$ cat src/rtl/wb_pkg.sv
// wb_pkg: shared definitions for the write-back stage.
//   - wb_sel_e : write-back source select encodings (WB_ALU/WB_MEM/WB_PC4/WB_IMM)
//   - LD_*     : load funct3 size/sign codes
//   - wb_reg_t : contents of the WB pipeline register
package wb_pkg;

    typedef enum logic [1:0] {
        WB_ALU = 2'd0,
        WB_MEM = 2'd1,
        WB_PC4 = 2'd2,
        WB_IMM = 2'd3
    } wb_sel_e;

    localparam logic [2:0] LD_B  = 3'b000;
    localparam logic [2:0] LD_H  = 3'b001;
    localparam logic [2:0] LD_W  = 3'b010;
    localparam logic [2:0] LD_BU = 3'b100;
    localparam logic [2:0] LD_HU = 3'b101;

    // A bubble is simply valid=0, reg_write=0; the other fields are then
    // don't-care and are loaded as zero.
    typedef struct packed {
        logic        valid;
        logic        reg_write;
        logic [4:0]  rd;
        wb_sel_e     wb_sel;
        logic [2:0]  funct3;
        logic [1:0]  addr_low;
        logic [31:0] alu;
        logic [31:0] mem;
        logic [31:0] pc4;
        logic [31:0] imm;
    } wb_reg_t;

endpackage

$ cat src/rtl/load_ext.sv
// load_ext: combinational byte/half extraction and sign/zero extension of a
// loaded memory word. Only compiled when WB_LOAD_EXT_EN is defined; in the
// default build this file is intentionally empty.
//   memIn     in  32  raw aligned memory word
//   funct3In  in  3   load size/sign code (LD_* from wb_pkg)
//   addrLowIn in  2   byte address bits [1:0]
//   dataOut   out 32  extended load value
`ifdef WB_LOAD_EXT_EN
module load_ext
    import wb_pkg::*;
(
    input  logic [31:0] memIn,
    input  logic [2:0]  funct3In,
    input  logic [1:0]  addrLowIn,
    output logic [31:0] dataOut
);

    logic [7:0]  byte_sel;
    logic [15:0] half_sel;

    always_comb begin
        byte_sel = memIn[7:0];
        case (addrLowIn)
            2'd0:    byte_sel = memIn[7:0];
            2'd1:    byte_sel = memIn[15:8];
            2'd2:    byte_sel = memIn[23:16];
            default: byte_sel = memIn[31:24];
        endcase
        // Halfword loads ignore address bit 0.
        half_sel = addrLowIn[1] ? memIn[31:16] : memIn[15:0];

        dataOut = memIn;
        case (funct3In)
            LD_B:    dataOut = {{24{byte_sel[7]}}, byte_sel};
            LD_H:    dataOut = {{16{half_sel[15]}}, half_sel};
            LD_BU:   dataOut = {24'd0, byte_sel};
            LD_HU:   dataOut = {16'd0, half_sel};
            default: dataOut = memIn;  // LW and unknown codes
        endcase
    end

endmodule
`endif

$ cat src/rtl/wb_stage.sv
// wb_stage: pipeline write-back stage. Registers the MA result, selects the
// write-back source and drives the register file write port; the same value
// is exposed for forwarding. Also counts retired instructions.
// Optional feature macro: WB_LOAD_EXT_EN (byte/half load extraction).
// Ports:
//   clkIn, resetIn (async active-low)
//   validIn/stallIn/flushIn  MA stage status; an instruction moves to WB only
//                            when validIn=1 and neither stallIn nor flushIn
//   regWriteIn, rdIn, wbSelIn, aluIn, memIn, pcIn, immIn, funct3In, addrLowIn
//   rdOut, dataOut, writeOut  register file write port (also forwarding)
//   retireOut, retireCountOut retire pulse and 32-bit wrapping count
module wb_stage
    import wb_pkg::*;
#(
    parameter int XLEN = 32
) (
    input  logic            clkIn,
    input  logic            resetIn,
    input  logic            validIn,
    input  logic            stallIn,
    input  logic            flushIn,
    input  logic            regWriteIn,
    input  logic [4:0]      rdIn,
    input  logic [1:0]      wbSelIn,
    input  logic [XLEN-1:0] aluIn,
    input  logic [XLEN-1:0] memIn,
    input  logic [XLEN-1:0] pcIn,
    input  logic [XLEN-1:0] immIn,
    input  logic [2:0]      funct3In,
    input  logic [1:0]      addrLowIn,
    output logic [4:0]      rdOut,
    output logic [XLEN-1:0] dataOut,
    output logic            writeOut,
    output logic            retireOut,
    output logic [XLEN-1:0] retireCountOut
);

    wb_reg_t     wb_d, wb_q;
    logic [31:0] retire_count_d, retire_count_q;
    logic [31:0] mem_ext;

    // A stalled MA instruction is held upstream, so WB takes a bubble while
    // stalled and commits the instruction once, on the cycle it leaves MA.
    always_comb begin
        wb_d = '0;
        if (validIn && !stallIn && !flushIn) begin
            wb_d.valid     = 1'b1;
            wb_d.reg_write = regWriteIn;
            wb_d.rd        = rdIn;
            wb_d.wb_sel    = wb_sel_e'(wbSelIn);
            wb_d.funct3    = funct3In;
            wb_d.addr_low  = addrLowIn;
            wb_d.alu       = aluIn;
            wb_d.mem       = memIn;
            wb_d.pc4       = pcIn + 32'd4;  // wraps modulo 2^32
            wb_d.imm       = immIn;
        end
    end

    always_comb begin
        retire_count_d = retire_count_q + {31'd0, wb_q.valid};
    end

    always_ff @(posedge clkIn or negedge resetIn) begin
        if (!resetIn) begin
            wb_q           <= '0;
            retire_count_q <= '0;
        end else begin
            wb_q           <= wb_d;
            retire_count_q <= retire_count_d;
        end
    end

`ifdef WB_LOAD_EXT_EN
    load_ext u_load_ext (
        .memIn     (wb_q.mem),
        .funct3In  (wb_q.funct3),
        .addrLowIn (wb_q.addr_low),
        .dataOut   (mem_ext)
    );
`else
    // Load size/offset are carried but not used when extraction is disabled.
    logic unused_ld;
    assign unused_ld = ^{wb_q.funct3, wb_q.addr_low};
    assign mem_ext   = wb_q.mem;
`endif

    // All outputs depend only on the WB register: no input-to-output paths.
    always_comb begin
        dataOut = wb_q.alu;
        case (wb_q.wb_sel)
            WB_ALU:  dataOut = wb_q.alu;
            WB_MEM:  dataOut = mem_ext;
            WB_PC4:  dataOut = wb_q.pc4;
            WB_IMM:  dataOut = wb_q.imm;
            default: dataOut = wb_q.alu;
        endcase
    end

    assign rdOut          = wb_q.rd;
    assign writeOut       = wb_q.valid & wb_q.reg_write & (wb_q.rd != 5'd0);
    assign retireOut      = wb_q.valid;
    assign retireCountOut = retire_count_q;

endmodule

$ cat config.mk
export PLATFORM = sky130hd
export DESIGN_NAME = wb_stage
export DESIGN_NICKNAME = d
export VERILOG_FILES = /design/src/rtl/wb_pkg.sv /design/src/rtl/load_ext.sv /design/src/rtl/wb_stage.sv
export SDC_FILE = /design/constraint.sdc
export NUM_CORES = 1
export LEC_CHECK = 0
export ABC_AREA = 1
export CAP_MARGIN = 20
export CORE_MARGIN = 3
export CORE_UTILIZATION = 52
export CTS_BUF_LIST = sky130_fd_sc_hd__clkbuf_16
export CTS_CLUSTER_SIZE = 8
export DETAILED_ROUTE_END_ITERATION = 8
export GPL_TIMING_DRIVEN = 0
export PLACE_DENSITY = 0.93
export SYNTH_ARGS = -nofsm -noshare
export SYNTH_HDL_FRONTEND = slang
export SYNTH_HIERARCHICAL = 1
export SYNTH_SLANG_ARGS = --single-unit
$ cat constraint.sdc
create_clock -name clkIn -period 2.5 [get_ports clkIn]
set_input_delay 0.25 -clock clkIn [delete_from_list [all_inputs] [get_ports clkIn]]
set_output_delay 0.25 -clock clkIn [all_outputs]
set_load 0.005 [all_outputs]
Word level (Yosys, flattened, before mapping)
Index checks and enable logic that the tools add are counted.
{"block": "totals", "output_inout_bits": 71, "wordCells": 24, "regBits": 169, "inputBits": 146}
{"block": "classes", "reduce_logical": 6, "muxes": 2, "bitwise_logic": 2, "eq_ne": 3, "n_addsub": 2}
{"cell": "$mux 142", "n": 1}
{"cell": "$pmux 32 s4", "n": 1}
{"cell": "$add 32x1->32", "n": 1}
{"cell": "$add 32x3->32 const B", "n": 1}
{"cell": "$reduce_bool 5->1", "n": 1}
{"cell": "$eq 2x2->1 const B", "n": 2}
{"cell": "$and 1x1->1", "n": 2}
{"cell": "$eq 2x1->1 const B", "n": 1}
{"cell": "$logic_and 1x1->1", "n": 2}
{"cell": "$logic_not 1->1", "n": 2}
{"cell": "$logic_not 2->1", "n": 1}

Depth between registers and ports, before layout
Gate-level depths: netlist of the first run.
{"block": "depth", "word_depth": 4, "ltp_mapped": 8, "mapped_depth_nobuf": 8}

Worst setup path after synthesis of the first run
Ideal clock, no wire load.
{"block": "synth_timing", "path_type": "reg-to-reg", "startpoint": "reg wb_q (netlist bit retireOut)", "endpoint": "reg retire_count_q[24], in the netlist retireCountOut[24]", "period_less_slack_ns": 1.567, "required_time_ns": 2.376, "t_arrival_ns": 1.443, "path_stages_with_launch": 9, "n_path_buf": 0, "path_slack_ns": 0.933, "setup_time_ns": 0.124, "path_cell_list": "dfrtp_1 -> ha_1 -> ha_1 -> inv_2 -> nor2_1 -> nand2_1 -> nor2_2 -> nand2_1 -> xnor2_1"}
{"block": "synth_between", "elab_chain_len": 1}
{"element": "from (decl)", "line_no": "wb_stage.sv:38", "rtl": "wb_reg_t wb_d, wb_q;"}
{"element": "from (signal assigned)", "line_no": "wb_stage.sv:69", "rtl": "wb_q <= wb_d;"}
{"element": "$add 32x1->32", "line_no": "wb_stage.sv:61", "rtl": "retire_count_d = retire_count_q + {31'd0, wb_q.valid};"}
{"element": "net retire_count_d[24]", "line_no": "wb_stage.sv:39", "rtl": "logic [31:0] retire_count_d, retire_count_q;"}
{"element": "to (signal assigned)", "line_no": "wb_stage.sv:70", "rtl": "retire_count_q <= retire_count_d;"}
{"element": "to (decl)", "line_no": "wb_stage.sv:39"}
The timed path passes the listed nets, and every way through them passes these cells.

Worst setup path in the final report of the first run
{"block": "layout_timing", "startpoint": "reg wb_q[134] in the netlist's numbering", "endpoint": "out dataOut[16]"}
{"block": "layout_between", "elab_chain_len": 2, "word_cells_on_any_way": 5, "classes_between": "eq/ne (3); mux (1); reduce/logical (1)"}
{"element": "$eq 2x2->1 (tied with other cells)", "line_no": "wb_stage.sv:91", "rtl": "case (wb_q.wb_sel)"}
{"element": "$pmux 32 s4 *", "line_no": "wb_stage.sv:91"}
{"element": "to (decl)", "line_no": "wb_stage.sv:32", "rtl": "output logic [XLEN-1:0] dataOut,"}
Every way passes the cells marked *; elsewhere a longest branch is shown, timed or not.

==> flow_metrics.env, run 1 <==
export IMPL_ant_nets=0
export IMPL_power_mw=6.15
export IMPL_drc=0
export IMPL_critPathKind="reg2out"
export IMPL_grt_pass1_wl_um=35600
export IMPL_end_kind="output pin"
export IMPL_multiInputGateArea_um2=2780
export IMPL_drt_first_pass_iters=6
export IMPL_regToRegStartpoint="retireOut"
export IMPL_max_clock_freq_mhz=413
export IMPL_cts_path_max_buffers=2
export IMPL_post_cts_setup_buffer_count=0
export IMPL_min_from="aluIn[8]"
export IMPL_drt_total_wl_um=22500
export IMPL_yosysUniqueCellTypes=26
export IMPL_p_per_area_nw_per_um2=578
export IMPL_critPathMaxStageDelay_ns=0.54
export IMPL_antenna_found_initial=1
export IMPL_clock_latency_ns=0.43
export IMPL_hold_viol_final=0
export IMPL_finish_utilization=0.752
export IMPL_reg2reg_setup_slack_ns=0.68
export IMPL_fp_row_count=43
export IMPL_hp_class="in2reg"
export IMPL_coreArea_um2=14100
export IMPL_globalRouteOverflowTotal=0
export IMPL_final_cell_mix="nand2_1 (277), clkdlybuf4s50_1 (210), nor2_1 (206), dfrtp_1 (169), inv_1 (133)"
export IMPL_fp_dieArea_um2=16200
export IMPL_die_h_um=127
export IMPL_cp_arrival_ns=2.17
export IMPL_cts_root_buf="clkbuf_16"
export IMPL_setup_viol=0
export IMPL_grt_start_max_net_pins=112
export IMPL_start_kind="register"
export IMPL_cp_cell_sequence="nor2_2, buf_2, nand2_1, nand4_1, clkdlybuf4s50_1"
export IMPL_syn_mean_instance_area_um2=7.97
export IMPL_status="finished clean"
export IMPL_syn_inst=960
export IMPL_worst_pin_slew_ns=0.681
export IMPL_setup_worst_path_start="wb_q[134]"
export IMPL_ys_warn_count=6
export IMPL_seqCellArea_um2=4230
export IMPL_synth_seq_cells=169
export IMPL_drt_iter0_drc=557
export IMPL_gp_congestion=0.925
export IMPL_clk_pin_slew_ns=0.06
export IMPL_post_route_period_util=0.967
export IMPL_place_inst=1352
export IMPL_cts_tree="built"
export IMPL_rsz0062_at_grt="true"
export IMPL_syn_nets=1109
export IMPL_numCtsBuffers=17
export IMPL_worst_path_max_fanout=10
export IMPL_vias=7188
export IMPL_finalNetCount=1341
export IMPL_worstPathRequired_ns=2.25
export IMPL_boundaryPins=217
export IMPL_area_growth_pct=39.1
export IMPL_cap_violations=0
export IMPL_syn_area_um2=7650
export IMPL_synth_main_ff_cell="dfrtp_1"
export IMPL_path_buf_inv=2
export IMPL_drv_slew=0
export IMPL_numPortBuffers=211
export IMPL_fill_cells=985
export IMPL_tns_ns=0
export IMPL_finClkSkew_ns=0.00764
export IMPL_clock_sink_count=169
export IMPL_globalRouteTotalUtil=0.283
export IMPL_whs_ns=0.330
export IMPL_final_common_cell="nand2_1"
export IMPL_async_flop_share=1.00
export IMPL_slowest_stage="clkdlybuf4s50_1"
export IMPL_grt_pass1_vias=7127
export IMPL_p_leak_nw=5.24
export IMPL_place_hpwl_um=16300
export IMPL_synth_seq_area_share=0.553
export IMPL_timing_final_crit_period_ns=2.42
export IMPL_h_tree_depth=4
export IMPL_initial_core_util=0.541
export IMPL_die_w_um=127
export IMPL_drive_above_1_share=0.0665
export IMPL_finalNonFillerCells=1384
export IMPL_crit_family="buffers and inverters"
export IMPL_ir_drop_mv=0.508
export IMPL_vias_per_cell=5.19
export IMPL_relSlewSlack=0.546
export IMPL_wire_per_inst_um=16.2
export IMPL_synth_edf_count=0
## synthesized netlist by cell type (4+ instances only)
library cell / instances / area [um^2]
nor3_1: 4 / 20.0
and2_1: 5 / 31.3
clkbuf_1: 16 / 60.1
dfrtp_1: 169 / 4230
o21ai_0: 4 / 20.0
nand2_2: 4 / 25.0
xnor2_1: 12 / 105
xor2_1: 10 / 87.6
a21oi_1: 17 / 85.1
nand3b_1: 7 / 52.6
nor2_2: 10 / 62.6
inv_1: 131 / 492
buf_2: 10 / 50.1
nand2_1: 277 / 1040
buf_4: 5 / 37.5
nor2_4: 4 / 45.0
nand4_1: 34 / 213
nor2_1: 208 / 781
nand3_1: 21 / 105
## routing by layer
metal	routed length, um	part of all wire	up-vias	GRT usage
met3	1850	0.082	66	0.0648
met2	11100	0.49	362	0.477
met5	0	0	-	0
met1	8620	0.38	3407	0.349
met4	893	0.040	0	0.125
li1	-	-	3353	-
## sequential cells by signal (all words and copies together), names as in the netlist
signal          cells
retireCountOut     32
retireOut           1
wb_q               99
mem_ext            32
rdOut               5
## worst paths after layout
kind | end | depth (start not counted)
setup / recovery | dataOut[16] | 5
hold / removal | wb_q[104] | 3
setup reg to reg | retireCountOut[24] | 8
hold reg to reg | retireCountOut[0] | 1
max in group asynchronous | wb_q[42] | 3
min in group asynchronous | rdOut[3] | 2
## cells by family after synthesis
family                   Yosys count  share of synthesized area
buffers and inverters            164                     0.0846
flip-flops                       169                      0.553
AND/OR/NAND/NOR                  578                      0.316
adder cells (fa/ha/maj)            3                    0.00491
AO/OA/AOI/OAI                     24                     0.0170
XOR/XNOR                          22                     0.0252
## layout make-up
type	instances	area share
multi-input combinational	627	0.261
clock buffer	17	0.0400
sequential	169	0.398
inverter	133	0.0469
buffer	31	0.0174
timing repair buffer	213	0.203
antenna	1	0.000235
tap	180	0.0212
clock inverter	13	0.0131
## metrics by stage
step                      area [um^2]  worst slack [ns]
after CTS                       10600           0.00377
final                           10600            0.0815
after detailed placement        10000             0.165
after global placement           9990             -5.35
after floorplan                  7650             0.933
after global routing            10600           -0.0244
## power by group
part / switching (mW) / internal, mW
Clock: 1.04 / 1.53
Sequential: 0.0681 / 2.83
Combinational: 0.309 / 0.375
Total: 1.42 / 4.74
## worst register-to-register path: cells and delay by family, from the launching register on
kind,cells,cell delay [ns]
xor gates and xnor gates,1,0.12
adders and majority gates,2,0.59
DFF,1,0.41
buffers and inverters,1,0.07
and+or+nand+nor,4,0.52
## repair_timing
| item | 4_1_cts | 5_1_grt |
|---|---|---|
| endpoints found under the setup margin | 30 | 30 |
| hold buffers | 1 | 0 |
| resized for setup | 14 | 21 |
| hold endpoints to repair | 58 | 0 |
No activity file was read; power rests on OpenSTA's default activity.
==> inputs of run 2 (changes only) <==
--- a/config.mk
+++ b/config.mk
@@ -13,6 +13,7 @@
 export CTS_CLUSTER_SIZE = 8
 export DETAILED_ROUTE_END_ITERATION = 8
 export GPL_TIMING_DRIVEN = 0
+export MAX_ROUTING_LAYER = met4
 export PLACE_DENSITY = 0.93
 export SYNTH_ARGS = -nofsm -noshare
 export SYNTH_HDL_FRONTEND = slang
==> run 2 against run 1 <==
Net effect: setup slack better by 0.039 ns; cell count up 0.14%; combinational power about the same; clock skew down 0.0029 ns; global-route usage up 0.25 points; die area unchanged; total power about the same; cell area up 0.26%; routed wire length down 1.8%; core utilization up 0.19 points; sequential share of layout area down 0.091 points; highest routed layer unchanged.
==> flow_metrics.env, run 2 (synthesis results as in run 1) <==
export IMPL_h_tree_depth=4
export IMPL_worst_pin_slew_ns=0.656
export IMPL_drc=0
export IMPL_cts_path_max_buffers=2
export IMPL_fill_cells=966
export IMPL_final_common_cell="nand2_1"
export IMPL_timing_final_crit_period_ns=2.38
export IMPL_post_route_period_util=0.952
export IMPL_p_int_mw=4.68
export IMPL_status="finished clean"
export IMPL_place_hpwl_um=16100
export IMPL_slowest_stage="clkdlybuf4s50_1"
export IMPL_rsz0062_at_grt="false"
export IMPL_drt_first_pass_iters=5
export IMPL_boundaryPins=217
export IMPL_comb_power_share=0.111
export IMPL_globalRouteTotalUtil=0.285
export IMPL_globalRouteOverflowTotal=0
export IMPL_largest_reg_flops=99
export IMPL_drt_total_wl_um=22100
export IMPL_critPathKind="reg2out"
export IMPL_final_cell_mix="nand2_1 (277), clkdlybuf4s50_1 (210), nor2_1 (206), dfrtp_1 (168), inv_1 (131)"
export IMPL_wire_per_inst_um=15.9
export IMPL_die_w_um=127
export IMPL_drive_above_1_share=0.0697
export IMPL_grt_pass1_vias=7097
export IMPL_area_growth_pct=39.4
export IMPL_drt_iter0_drc=396
export IMPL_fp_row_count=43
export IMPL_regMostFlops="wb_q"
export IMPL_worst_path_max_fanout=10
export IMPL_start_kind="register"
export IMPL_clock_sink_count=169
export IMPL_hold_viol_final=0
export IMPL_clock_latency_ns=0.42
export IMPL_critPathMaxStageDelay_ns=0.58
export IMPL_numCtsBuffers=17
export IMPL_tns_ns=0
export IMPL_gp_congestion=1.00
export IMPL_relSlewSlack=0.562
export IMPL_fin_area_um2=10700
export IMPL_fp_dieArea_um2=16200
export IMPL_p_sw_frac=0.239
export IMPL_end_kind="output pin"
export IMPL_setup_viol=0
export IMPL_cp_cell_sequence="nand2_1, inv_1, buf_2, nand2_1, nand4_1, clkdlybuf4s50_1"
export IMPL_placed_cell_area_um2=10000
export IMPL_cap_violations=0
export IMPL_finalNetCount=1341
export IMPL_clk_pin_slew_ns=0.07
export IMPL_post_cts_setup_buffer_count=0
export IMPL_worstPathRequired_ns=2.25
export IMPL_power_mw=6.15
export IMPL_numPortBuffers=211
export IMPL_switchingPower_mw=1.47
export IMPL_ir_drop_mv=0.496
export IMPL_drv_slew=0
export IMPL_finClkSkew_ns=0.00469
export IMPL_vias=7060
export IMPL_cts_root_buf="clkbuf_16"
export IMPL_p_leak_nw=5.23
export IMPL_cp_arrival_ns=2.13
export IMPL_clkPwrFrac=0.418
export IMPL_coreArea_um2=14100
export IMPL_max_clock_freq_mhz=420
export IMPL_hp_class="in2reg"
export IMPL_grt_pass1_wl_um=34700
export IMPL_pwr_share_seq=0.471
export IMPL_path_buf_inv=3
export IMPL_p_per_area_nw_per_um2=576
export IMPL_die_h_um=127
export IMPL_cts_tree="built"
export IMPL_ant_nets=0
export IMPL_vias_per_cell=5.09
export IMPL_grt_start_max_net_pins=113
export IMPL_crit_family="buffers and inverters"
export IMPL_antenna_found_initial=1
export IMPL_initial_core_util=0.541
export IMPL_crit_top_cell="nand2_1"
## run 2: changes by cell type in the layout (fill, tap and decap cells not counted), moves of 2 or more
cell,change
clkinvlp_4,+2
nor2_4,+2
clkinv_2,-4
clkbuf_2,-2
nor2_2,-2
buf_4,+3
inv_6,+4
inv_1,-2
## run 2: through the flow
step | utilization | instances | hold slack [ns] | worst slack [ns]
5_1_grt | 0.754 | 1386 | 0.330 | 0.0212
6_report | 0.754 | 1386 | 0.334 | 0.120
2_1_floorplan | - | 960 | -0.0456 | 0.933
3_3_place_gp | 0.706 | 1351 | 0.472 | -5.37
3_5_place_dp | 0.708 | 1352 | 0.204 | 0.205
4_1_cts | 0.751 | 1385 | 0.321 | 0.00194
## run 2: power groups by stage
stage / Clock, mW / Sequential [mW] / Combinational, mW
after floorplan: 0 / 2.93 / 0.197
after global placement: 0 / 2.94 / 0.648
after detailed placement: 0 / 2.94 / 0.673
after CTS: 2.59 / 2.89 / 0.683
after global routing: 2.72 / 2.90 / 0.748
final: 2.57 / 2.89 / 0.682
## run 2: path summary, 6_finish.rpt
kind	from	to	slack (ns)	depth (start not counted)
min in group asynchronous	resetIn	rdOut[3]	0.35	2
hold / removal	immIn[8]	wb_q[8]	0.33	3
max in group asynchronous	resetIn	wb_q[58]	1.30	3
setup reg to reg	retireOut	retireCountOut[24]	0.55	8
hold reg to reg	retireCountOut[31]	retireCountOut[31]	0.50	2
setup / recovery	wb_q[134]	dataOut[15]	0.12	6
## run 2: what timing repair did
item,4_1_cts,5_1_grt
hold buffers,1,0
gates resized for setup,14,32
setup endpoints to repair,30,30
endpoints found under the hold margin,57,0
cloned,0,0
## run 2: area by class of cell
type                            count  area, um^2  share of cell area
Timing Repair Buffer              213        2150               0.202
Multi-Input combinational cell    627        2790               0.261
Sequential cell                   169        4230               0.397
Clock buffer                       17         425              0.0399
Buffer                             31         190              0.0178
Clock inverter                     15         150              0.0141
Tap cell                          180         225              0.0211
Inverter                          133         499              0.0468
Antenna cell                        1        2.50            0.000235
## run 2: worst register-to-register path: cells and delay by family, from the launching register on
family | cells | cell delay [ns]
fa+ha+maj | 2 | 0.61
flops | 1 | 0.44
xor+xnor | 1 | 0.18
simple gates | 4 | 0.56
buf+inv | 1 | 0.08
## run 2: metal layers
metal	share of wire	track usage
met5	0	-
met4	0.033	0.117
met3	0.074	0.0669
met2	0.51	0.481
met1	0.38	0.330
